==> src/rtl/exec_pkg.sv <==
// Shared widths, ALU function codes and forward-select encodings for the execute stage.
package exec_pkg;
    localparam int DW  = 32;
    localparam int AW  = 5;
    localparam int OPW = 5;
    localparam int CCW = 3;

    localparam logic [3:0] ALU_ADD   = 4'd0;
    localparam logic [3:0] ALU_SUB   = 4'd1;
    localparam logic [3:0] ALU_SLL   = 4'd2;
    localparam logic [3:0] ALU_SLT   = 4'd3;
    localparam logic [3:0] ALU_SLTU  = 4'd4;
    localparam logic [3:0] ALU_XOR   = 4'd5;
    localparam logic [3:0] ALU_SRL   = 4'd6;
    localparam logic [3:0] ALU_SRA   = 4'd7;
    localparam logic [3:0] ALU_OR    = 4'd8;
    localparam logic [3:0] ALU_AND   = 4'd9;
    localparam logic [3:0] ALU_PASSB = 4'd10;

    // ALUop bit that swaps operand B from rs2 to the immediate.
    localparam int IMM_SEL_BIT = 4;

    localparam logic [1:0] FWD_REG = 2'b00;
    localparam logic [1:0] FWD_MEM = 2'b01;
    localparam logic [1:0] FWD_WB  = 2'b10;

    localparam logic [CCW-1:0] CC_NONE = '0;
endpackage

==> src/rtl/exec_alu.sv <==
// Operand forward muxes plus the combinational RV32 ALU.
// Zero latency, no backpressure; select code 11 falls back to register data.
module exec_alu
    import exec_pkg::*;
#(
    parameter int DW  = exec_pkg::DW,
    parameter int OPW = exec_pkg::OPW
) (
    input  logic [OPW-1:0] aluOp,
    input  logic [DW-1:0]  regData1,
    input  logic [DW-1:0]  regData2,
    input  logic [DW-1:0]  immValue,
    input  logic [1:0]     select1,
    input  logic [1:0]     select2,
    input  logic [DW-1:0]  aluMemResult,
    input  logic [DW-1:0]  memWbData,
    output logic [DW-1:0]  result,
    output logic [DW-1:0]  rs2Fwd
);
    logic [DW-1:0] opA;
    logic [DW-1:0] opB;
    logic [4:0]    shamt;

    always_comb begin
        case (select1)
            FWD_MEM: opA = aluMemResult;
            FWD_WB:  opA = memWbData;
            default: opA = regData1;
        endcase
        case (select2)
            FWD_MEM: rs2Fwd = aluMemResult;
            FWD_WB:  rs2Fwd = memWbData;
            default: rs2Fwd = regData2;
        endcase
        opB   = aluOp[IMM_SEL_BIT] ? immValue : rs2Fwd;
        shamt = opB[4:0];
    end

    always_comb begin
        result = '0;
        case (aluOp[3:0])
            ALU_ADD:   result = opA + opB;
            ALU_SUB:   result = opA - opB;
            ALU_SLL:   result = opA << shamt;
            ALU_SLT:   result = {{(DW-1){1'b0}}, ($signed(opA) < $signed(opB))};
            ALU_SLTU:  result = {{(DW-1){1'b0}}, (opA < opB)};
            ALU_XOR:   result = opA ^ opB;
            ALU_SRL:   result = opA >> shamt;
            ALU_SRA:   result = $signed(opA) >>> shamt;
            ALU_OR:    result = opA | opB;
            ALU_AND:   result = opA & opB;
            ALU_PASSB: result = opB;
            default:   result = '0;
        endcase
    end
endmodule

==> src/rtl/execute_stage.sv <==
// RV32 execute stage: DEC_ALU register, forwarding ALU, ALU_MEM register (optional flush: EXEC_FLUSH_EN).
// Latency 2 edges from inputs to outputs; enable=0 freezes both registers, flush bubbles stage 1.
module execute_stage
    import exec_pkg::*;
#(
    parameter int DW  = exec_pkg::DW,
    parameter int AW  = exec_pkg::AW,
    parameter int OPW = exec_pkg::OPW,
    parameter int CCW = exec_pkg::CCW
) (
    input  logic           clk,
    input  logic           resetIn,
    input  logic           enable,
`ifdef EXEC_FLUSH_EN
    input  logic           flush,
`endif
    input  logic [DW-1:0]  dataReg1,
    input  logic [DW-1:0]  dataReg2,
    input  logic [AW-1:0]  dataS1AddrIn,
    input  logic [AW-1:0]  dataS2AddrIn,
    input  logic [AW-1:0]  writeBackAddrIn,
    input  logic [OPW-1:0] ALUop,
    input  logic [DW-1:0]  immValueIn,
    input  logic [CCW-1:0] dataCacheControlIn,
    input  logic           writeEnableReg,
    input  logic [1:0]     select1,
    input  logic [1:0]     select2,
    input  logic [DW-1:0]  regDataFromMEM_WB,
    output logic [AW-1:0]  dataS1AddrOut,
    output logic [AW-1:0]  dataS2AddrOut,
    output logic [DW-1:0]  dataOut,
    output logic [DW-1:0]  dataRs2Out,
    output logic [CCW-1:0] dataCacheControlOut,
    output logic           writeEnableOut,
    output logic [AW-1:0]  writeBackAddrOut
);
    logic [DW-1:0]  s1Data1;
    logic [DW-1:0]  s1Data2;
    logic [AW-1:0]  s1WbAddr;
    logic [OPW-1:0] s1AluOp;
    logic [DW-1:0]  s1Imm;
    logic [CCW-1:0] s1CacheCtrl;
    logic           s1WriteEn;

    logic [DW-1:0]  aluResult;
    logic [DW-1:0]  rs2Fwd;

    // Stage 1 exports its rs1/rs2 addresses directly so the forwarding unit
    // sees the addresses of the instruction currently in execute.
    always_ff @(posedge clk or negedge resetIn) begin
        if (!resetIn) begin
            s1Data1       <= '0;
            s1Data2       <= '0;
            dataS1AddrOut <= '0;
            dataS2AddrOut <= '0;
            s1WbAddr      <= '0;
            s1AluOp       <= '0;
            s1Imm         <= '0;
            s1CacheCtrl   <= '0;
            s1WriteEn     <= 1'b0;
`ifdef EXEC_FLUSH_EN
        end else if (flush) begin
            s1Data1       <= '0;
            s1Data2       <= '0;
            dataS1AddrOut <= '0;
            dataS2AddrOut <= '0;
            s1WbAddr      <= '0;
            s1AluOp       <= '0;
            s1Imm         <= '0;
            s1CacheCtrl   <= CC_NONE;
            s1WriteEn     <= 1'b0;
`endif
        end else if (enable) begin
            s1Data1       <= dataReg1;
            s1Data2       <= dataReg2;
            dataS1AddrOut <= dataS1AddrIn;
            dataS2AddrOut <= dataS2AddrIn;
            s1WbAddr      <= writeBackAddrIn;
            s1AluOp       <= ALUop;
            s1Imm         <= immValueIn;
            s1CacheCtrl   <= dataCacheControlIn;
            s1WriteEn     <= writeEnableReg;
        end
    end

    exec_alu #(
        .DW  (DW),
        .OPW (OPW)
    ) u_alu (
        .aluOp        (s1AluOp),
        .regData1     (s1Data1),
        .regData2     (s1Data2),
        .immValue     (s1Imm),
        .select1      (select1),
        .select2      (select2),
        .aluMemResult (dataOut),
        .memWbData    (regDataFromMEM_WB),
        .result       (aluResult),
        .rs2Fwd       (rs2Fwd)
    );

    always_ff @(posedge clk or negedge resetIn) begin
        if (!resetIn) begin
            dataOut             <= '0;
            dataRs2Out          <= '0;
            dataCacheControlOut <= '0;
            writeEnableOut      <= 1'b0;
            writeBackAddrOut    <= '0;
        end else if (enable) begin
            dataOut             <= aluResult;
            dataRs2Out          <= rs2Fwd;
            dataCacheControlOut <= s1CacheCtrl;
            writeEnableOut      <= s1WriteEn;
            writeBackAddrOut    <= s1WbAddr;
        end
    end
endmodule

==> config.mk <==
export PLATFORM = sky130hd
export DESIGN_NAME = execute_stage
export DESIGN_NICKNAME = d
export VERILOG_FILES = /design/src/rtl/exec_pkg.sv /design/src/rtl/exec_alu.sv /design/src/rtl/execute_stage.sv
export SDC_FILE = /design/constraint.sdc
export NUM_CORES = 1
export LEC_CHECK = 0
export CORE_MARGIN = 2
export CORE_UTILIZATION = 57
export CTS_CLUSTER_DIAMETER = 30
export CTS_CLUSTER_SIZE = 24
export DETAILED_ROUTE_END_ITERATION = 8
export MAX_ROUTING_LAYER = met4
export PLACE_DENSITY = 0.82
export SYNTH_ARGS = -nofsm -noshare
export SYNTH_HDL_FRONTEND = slang
export SYNTH_SLANG_ARGS = --single-unit
==> constraint.sdc <==
create_clock -name clk -period 4.8 [get_ports clk]
set_input_delay 1.44 -clock clk [delete_from_list [all_inputs] [get_ports clk]]
set_output_delay 1.44 -clock clk [all_outputs]
set_load 0.01 [all_outputs]
==> impl_metrics.yaml, run 1 <==
die:
  die_w_um: 181
  rows: 64
  num_io_pins: 242
  chipHeight_um: 181
  start_util_pct: 58.0
synthesis:
  postSynthAreaPerCell_um2: 8.52
  ys_types: 83
  ys.flop_type: "dfrtp_1"
  synth_warnings: 0
  ys_seq_area_share_pct: 27.1
  synth_nets: 2359
  syn_inst: 2094
  synthArstFlopShare_pct: 100
  synth-edff-count: 0
  netlist_area_um2: 17800
  synth_seq_cells: 193
outcome:
  stop_stage: "5_1_grt"
  error: "[ERROR GRT-0116] Global routing finished with congestion. Check the congestion regions in the DRC Viewer."
  outcome: "aborted with a tool error"
global_route:
  grt-ovfl-total: 275
  grt_pass1_vias: 27900
  track_usage_pct: 79.4
  grt_max_degree: 89
  grt_pass1_wl_mm: 192
clock_network:
  clock_path_buffers: 2
  clock-sinks: 193
  numCtsBuffers: 17
  clockRootBuffer: "clkbuf_16"
  cts_hold_buffers: 0
  h-tree-depth: 4
place:
  io_buffers: 241
  globalplace.congestion: 1.32
  hpwl_mm: 70.8
  place_inst: 3111
==> per-layer routing <==
| layer | track usage, % | overflow |
|---|---|---|
| met3 | 68.1 | 21 |
| met1 | 76.7 | 12 |
| met2 | 92.6 | 152 |
| met5 | - | - |
| met4 | 76.8 | 90 |
==> kinds of logic after synthesis <==
family	synth area share [%]
AO/OA/AOI/OAI	27.3
multiplexers	18.5
flip-flops	27.1
buffers and inverters	6.53
AND/OR/NAND/NOR	12.3
XOR/XNOR	0.785
adder cells (fa/ha/maj)	7.52
==> repair_timing <==
item,CTS
setup buffers,23
endpoints found under the setup margin,32
cloned,2
pin swaps,46
resized for setup,167
==> stage by stage <==
step / utilization [%] / setup slack, ns / instance area (um2) / hold slack [ns] / setup TNS [ns]
floorplan: - / -0.236 / 18200 / 0.472 / -1.27
global placement: 79.5 / -1.10 / 24400 / 0.467 / -26.02
detailed placement: 79.5 / -1.31 / 24400 / 0.486 / -31.27
CTS: 83.8 / -0.0121 / 25800 / 0.497 / -0.0187
==> cell usage after synthesis, types with 20 or more instances <==
master,instances,area [um2]
dfrtp_1,193,4830
mux2i_1,172,1720
nand2_1,172,646
o21ai_0,169,846
nor2_1,161,604
mux2_2,137,1540
a21oi_1,111,556
clkbuf_1,105,394
ha_1,104,1300
inv_1,103,387
a221o_1,63,631
nor3_1,45,225
a22oi_1,38,285
o21ai_1,37,185
a221oi_1,29,254
a211oi_1,27,203
o211ai_1,25,188
buf_2,24,120
nand2b_1,23,144
o31ai_1,21,158
nand3_1,20,100
o221ai_1,20,175
==> inputs of run 2 (changes only) <==
CORE_UTILIZATION = 40   (was 57)
CTS_CLUSTER_DIAMETER = not set   (was 30)
CTS_CLUSTER_SIZE = not set   (was 24)
MAX_ROUTING_LAYER = not set   (was met4)
PLACE_DENSITY = not set   (was 0.82)
PLACE_DENSITY_LB_ADDON = 0.15   (was not set)
==> run 2 against run 1 <==
The flow now finishes, with violations (setup timing). Area after synthesis stayed put. Synthesized cell count stayed put.
==> impl_metrics.yaml, run 2 <==
place:
  hpwl_mm: 79.3
  io_buffers: 241
  place_ws_ns: -1.50
  globalplace.congestion: 1.12
synthesis:
  ys_types: 83
  yosysMostFrequentCell: "dfrtp_1"
  syn_inst: 2094
  synth_top_area_share_pct: 27.1
  ys_seq_area_share_pct: 27.1
  synthArstFlopShare_pct: 100
  synth_seq_cells: 193
  synth_warnings: 0
  synth_nets: 2359
  yosys.area.top_type: "dfrtp_1"
  netlist_area_um2: 17800
  synth.area.top_cells: "dfrtp_1, mux2i_1, mux2_2"
  postSynthAreaPerCell_um2: 8.52
  synthTopCellsByCount: "dfrtp_1, mux2i_1, nand2_1, o21ai_0, nor2_1"
  synth-edff-count: 0
  ys.flop_type: "dfrtp_1"
detailed_routing:
  ant_nets: 0
  drt_iter0_markers: 2808
  wire_per_inst_um: 28.7
  dr.pass1.iters: 6
  num_vias: 21500
  wirelength_mm: 99.2
  drc: 0
  vias_per_cell: 6.22
cells_and_area:
  final.fill_count: 4002
  mostFrequentLayoutCells: "buf_4, clkdlybuf4s50_1, dfrtp_1, nand2_1, mux2i_1"
  post_route_cells_drive_above_1_share_pct: 34.8
  syn_to_final_growth_pct: 51.0
  regArea_um2: 4830
  multi_input_area_um2: 12700
  layout_commonest_cell: "buf_4"
  num-nets-final: 3119
power_and_ir_drop:
  seq_power_share_pct: 21.0
  leakagePower_nw: 12.1
  p_int_w: 0.00577
  pwr-share-clk_pct: 15.0
  power.switching_w: 0.00495
  vdd_ir_drop_max_uv: 362
  finalPower_w: 0.0107
  power.density_nw_per_um2: 398
  p_comb_share_pct: 64.1
  p_sw_share_pct: 46.1
sta:
  max_freq_ghz: 0.205
  final.setup_skew_ns: 0.0289
  worst_slew_pin_slew_ns: 0.968
  fin_crit_sh_pct: 102
  period_minus_slack_ns: 4.88
  finalMaxSlewViolations: 0
  setup_viol: 4
  hold_viol_final: 0
  fin_ws_ns: -0.0830
  rsz0062_at_grt: "true"
  maxSlewHeadroom_pct: 35.2
die:
  coreArea_um2: 44100
  num_io_pins: 242
  rows: 77
  die_w_um: 215
  die-area_um2: 46300
  chipHeight_um: 215
  start_util_pct: 40.4
global_route:
  track_usage_pct: 42.0
  grt_max_degree: 79
  grt-ovfl-total: 0
  grt_pass1_wl_mm: 142
  grt_pass1_vias: 21000
  antenna_found_initial: 5
outcome:
  outcome: "finished, violations left"
  violations: "setup timing"
worst_setup_path:
  cp-start-kind: "input port"
  arrival_ns: 5.33
  worstPathCellList: "buf_8 > buf_6 > ha_4 > buf_6 > or2_4 > buf_6 > o221ai_4 > buf_4 > buf_6 > mux2i_1 > mux2i_1 > mux2i_1 > buf_4 > a22oi_1 > a31oi_1 > buf_4 > a221oi_1 > o21ai_1"
  critical_path_required_ns: 5.24
  critPathMostFrequentCell: "buf_6"
  slowest_delay_ns: 0.61
  end_kind: "flip-flop"
  slowest_stage: "mux2i_1"
  critPathMaxFanout: 24
  critPathKind: "in2reg"
clock_network:
  clock-sinks: 193
  h-tree-depth: 4
  cts_hold_buffers: 0
  tritoncts: "built"
  numCtsBuffers: 17
  clock_path_buffers: 2
  clock_latency_ns: 0.52
  path_clk_slew_ns: 0.10
  clockRootBuffer: "clkbuf_16"
run:
  max_cap_viol_count: 0
hold_path:
  hold_path.class: "reg2reg"
-- run 2: cell counts after synthesis --
Identical to the previous run, type by type.
-- run 2: repair_timing --
item                       CTS  global route
cloned                       0             0
setup buffers               10            11
setup endpoints to repair   32            27
pin swaps                   23            59
gates resized for setup     76           123
-- run 2: final cells by class --
class,count,share of cell area (%)
antenna,2,0.0186
clock buffer,17,1.58
clock inverter,15,0.808
inverter,110,1.60
multi-input combinational,1629,47.3
sequential,193,17.9
tap,592,2.75
timing repair buffer,903,28.1
-- run 2: logic make-up (layout without fill, tap and decap cells) --
family / Yosys count / in the layout / share of synthesized area [%]
adder cells (fa/ha/maj): 106 / 106 / 7.52
AND/OR/NAND/NOR: 495 / 495 / 12.3
flip-flops: 193 / 193 / 27.1
other: 0 / 2 / 0
AO/OA/AOI/OAI: 701 / 701 / 27.3
XOR/XNOR: 16 / 16 / 0.785
buffers and inverters: 272 / 1045 / 6.53
multiplexers: 311 / 311 / 18.5
-- run 2: power by group through the flow --
stage	Sequential (W)	Clock (W)	Combinational, W
detailed placement	0.00224	0	0.00626
floorplan	0.00210	0	0.00294
finish	0.00225	0.00160	0.00687
global placement	0.00224	0	0.00622
global route	0.00225	0.00168	0.00719
CTS	0.00222	0.00163	0.00641
-- run 2: worst max-delay path, delay by kind of cell --
family / cells / cell delay (ns)
adders and majority gates: 1 / 0.27
and+or+nand+nor: 1 / 0.27
buffers and inverters: 8 / 1.36
muxes: 3 / 1.00
AOI/OAI and AO/OA: 5 / 0.95
-- run 2: metrics by stage --
step	TNS [ns]	cell area [um2]	utilization, %	hold slack [ns]	cells
6_report	-0.182	26900	61.1	0.497	3461
5_1_grt	-0.553	26900	61.1	0.517	3459
4_1_cts	-0.163	26400	59.8	0.508	3451
3_5_place_dp	-35.01	25400	57.6	0.481	3409
3_3_place_gp	-34.02	25400	57.6	0.472	3409
2_1_floorplan	-1.27	18200	-	0.472	2094
-- run 2: path summary, 6_finish.rpt --
path                                 from                      to  slack [ns]  depth (start not counted)
max                            select2[1]             dataOut[23]       -0.08                         18
min                        dataRs2Out[22]          dataRs2Out[22]        0.50                          2
max reg2reg                    dataOut[9]             dataOut[30]        0.82                         16
min reg2reg                dataRs2Out[22]          dataRs2Out[22]        0.50                          2
max in group asynchronous         resetIn              s1Data1[9]        2.88                          2
min in group asynchronous         resetIn  dataCacheControlOut[2]        0.94                          1
-- run 2: layer usage --
metal	up-vias	global-route usage, %	routed length, um
li1	9354	-	-
met1	10500	52.9	38600
met2	1327	63.0	42300
met4	8	27.2	7420
met3	365	11.5	10800
met5	-	0	48
(Power assumes the default switching activity.)
==> inputs of run 3 (changes only) <==
SETUP_SLACK_MARGIN = 0.1   (was not set)
==> run 3 against run 2 <==
The run still ends with setup timing left. Utilization grew 0.90 points. Clock skew down 0.0067 ns. Global-route usage rose by 1.3 points. Largest cell class unchanged. Register-to-register slack barely moved. Count of clock-buffer cells in the layout unchanged. Power rose by 2.6%. Sequential share of layout area shrank 0.26 points. First-iteration DRC count down 0.96%. Worst setup slack gained 0.0096 ns. Via count is 1.4% higher.
==> impl_metrics.yaml, run 3 (synthesis gave the netlist of run 2 again) <==
worst_setup_path:
  slowest_delay_ns: 0.51
  critPathMaxFanout: 7
  critPathKind: "in2reg"
  critical_path_required_ns: 5.18
  cp-start-kind: "input port"
  end_kind: "flip-flop"
  critPathMostFrequentCell: "buf_6"
  slowest_stage: "or4b_4"
  worstPathCellList: "buf_6 > buf_6 > ha_4 > bufbuf_16 > a221o_1 > o21ai_2 > o21ai_1 > buf_4 > ha_4 > buf_6 > nand3b_1 > o22ai_2 > or4b_4 > nand3b_1 > buf_4 > xnor2_2 > a221oi_2 > o221ai_2 > a22oi_1 > o21ai_1"
  arrival_ns: 5.26
clock_network:
  clockRootBuffer: "clkbuf_16"
  h-tree-depth: 4
  clock_latency_ns: 0.50
  cts_hold_buffers: 0
  clock_path_buffers: 2
  tritoncts: "built"
  clock-sinks: 193
  numCtsBuffers: 17
  path_clk_slew_ns: 0.10
detailed_routing:
  drt_iter0_markers: 2781
  vias_per_cell: 6.28
  drc: 0
  wire_per_inst_um: 29.5
  wirelength_mm: 102
  dr.pass1.iters: 6
  ant_nets: 0
  num_vias: 21800
die:
  num_io_pins: 242
  start_util_pct: 40.4
  coreArea_um2: 44100
  chipHeight_um: 215
  die_w_um: 215
  rows: 77
  die-area_um2: 46300
global_route:
  antenna_found_initial: 4
  grt_pass1_wl_mm: 146
  grt-ovfl-total: 0
  grt_use_met1_pct: 56.5
  gr-usage-met2_pct: 64.0
  grt_max_degree: 100
  grt_pass1_vias: 21400
  track_usage_pct: 43.2
  use_met3_pct: 10.6
  busiest_layer: "met2"
run:
  max_cap_viol_count: 0
place:
  hpwl_mm: 80.7
  io_buffers: 241
  place_ws_ns: -1.37
  globalplace.congestion: 1.07
sta:
  worst_slew_pin_slew_ns: 1.06
  finalMaxSlewViolations: 0
  hold_viol_final: 0
  period_minus_slack_ns: 4.87
  fin_ws_ns: -0.0734
  timing.setup.tns_ns: -0.0966
  setup_viol: 2
  fin_crit_sh_pct: 102
  rsz0062_at_grt: "true"
  final.setup_skew_ns: 0.0221
  max_freq_ghz: 0.205
  maxSlewHeadroom_pct: 29.2
cells_and_area:
  final.fill_count: 3945
  mostFrequentLayoutCells: "buf_4, clkdlybuf4s50_1, dfrtp_1, nand2_1, mux2i_1"
  syn_to_final_growth_pct: 53.2
  layout_commonest_cell: "buf_4"
  post_route_cells_drive_above_1_share_pct: 35.9
  num-nets-final: 3134
  post-route-util_pct: 62.0
outcome:
  violations: "setup timing"
  outcome: "finished, violations left"
power_and_ir_drop:
  vdd_ir_drop_max_uv: 337
  leakagePower_nw: 12.3
  power.density_nw_per_um2: 402
hold_path:
  hold_path.class: "reg2reg"
## run 3: changes by cell type in the layout (fill, tap and decap cells not counted), sizes merged
cell / before / now
clkdlybuf4s50: 233 / 235
bufbuf: 0 / 2
clkbuf: 20 / 19
diode: 2 / 1
dlymetal6s2s: 2 / 0
buf: 665 / 679
## run 3: power by group
| part | total, W | switching (W) | internal, W |
|---|---|---|---|
| Combinational | 0.00718 | 0.00383 | 0.00335 |
| Clock | 0.00156 | 0.000842 | 0.000717 |
| Sequential | 0.00225 | 0.000397 | 0.00186 |
| Total | 0.0110 | 0.00507 | 0.00592 |
## run 3: through the flow
step           instances  area (um2)  hold WS, ns  total power [W]
3_5_place_dp        3410       25500        0.481          0.00866
3_3_place_gp        3410       25500        0.470          0.00863
5_1_grt             3474       27300        0.522           0.0114
4_1_cts             3460       26800        0.501           0.0105
2_1_floorplan       2094       18200        0.472          0.00506
6_report            3475       27300        0.500           0.0110
## run 3: final timing paths
kind,start,endpoint,depth (start not counted),slack [ns]
max in group asynchronous,resetIn,s1Data1[13],2,2.66
hold / removal,dataRs2Out[15],dataRs2Out[15],2,0.50
setup / recovery,select2[1],dataOut[12],20,-0.07
setup reg to reg,s1AluOp[4],dataOut[12],15,0.82
hold reg to reg,dataRs2Out[15],dataRs2Out[15],2,0.50
min in group asynchronous,resetIn,writeEnableOut,1,1.04
## run 3: area by class of cell
cell class              instances  area, um2  area share, %
multi-input cells            1629      12900           47.2
repair buffers                918       7830           28.6
flip-flops and latches        193       4830           17.7
well taps                     592        741           2.71
clock buffers                  17        425           1.56
inverters                     110        425           1.56
clock inverters                15        198          0.723
diodes                          1       2.50        0.00915
## run 3: worst max-delay path: cells and delay by family
kind                       cells  cell delay [ns]
AOI/OAI and AO/OA              8             1.42
buffers and inverters          6             0.97
and+or+nand+nor                3             0.83
adders and majority gates      2             0.55
xor gates and xnor gates       1             0.06
## run 3: routing by layer
metal | vias up | part of all wire (%)
met5 | - | 0.013
met4 | 2 | 7.2
met3 | 343 | 11
met2 | 1507 | 42
met1 | 10600 | 40
li1 | 9366 | -
## run 3: what timing repair did
action	CTS	global route
endpoints found under the setup margin	32	28
resized for setup	137	100
pin swaps	48	59
gates cloned	3	1
setup buffers	15	13
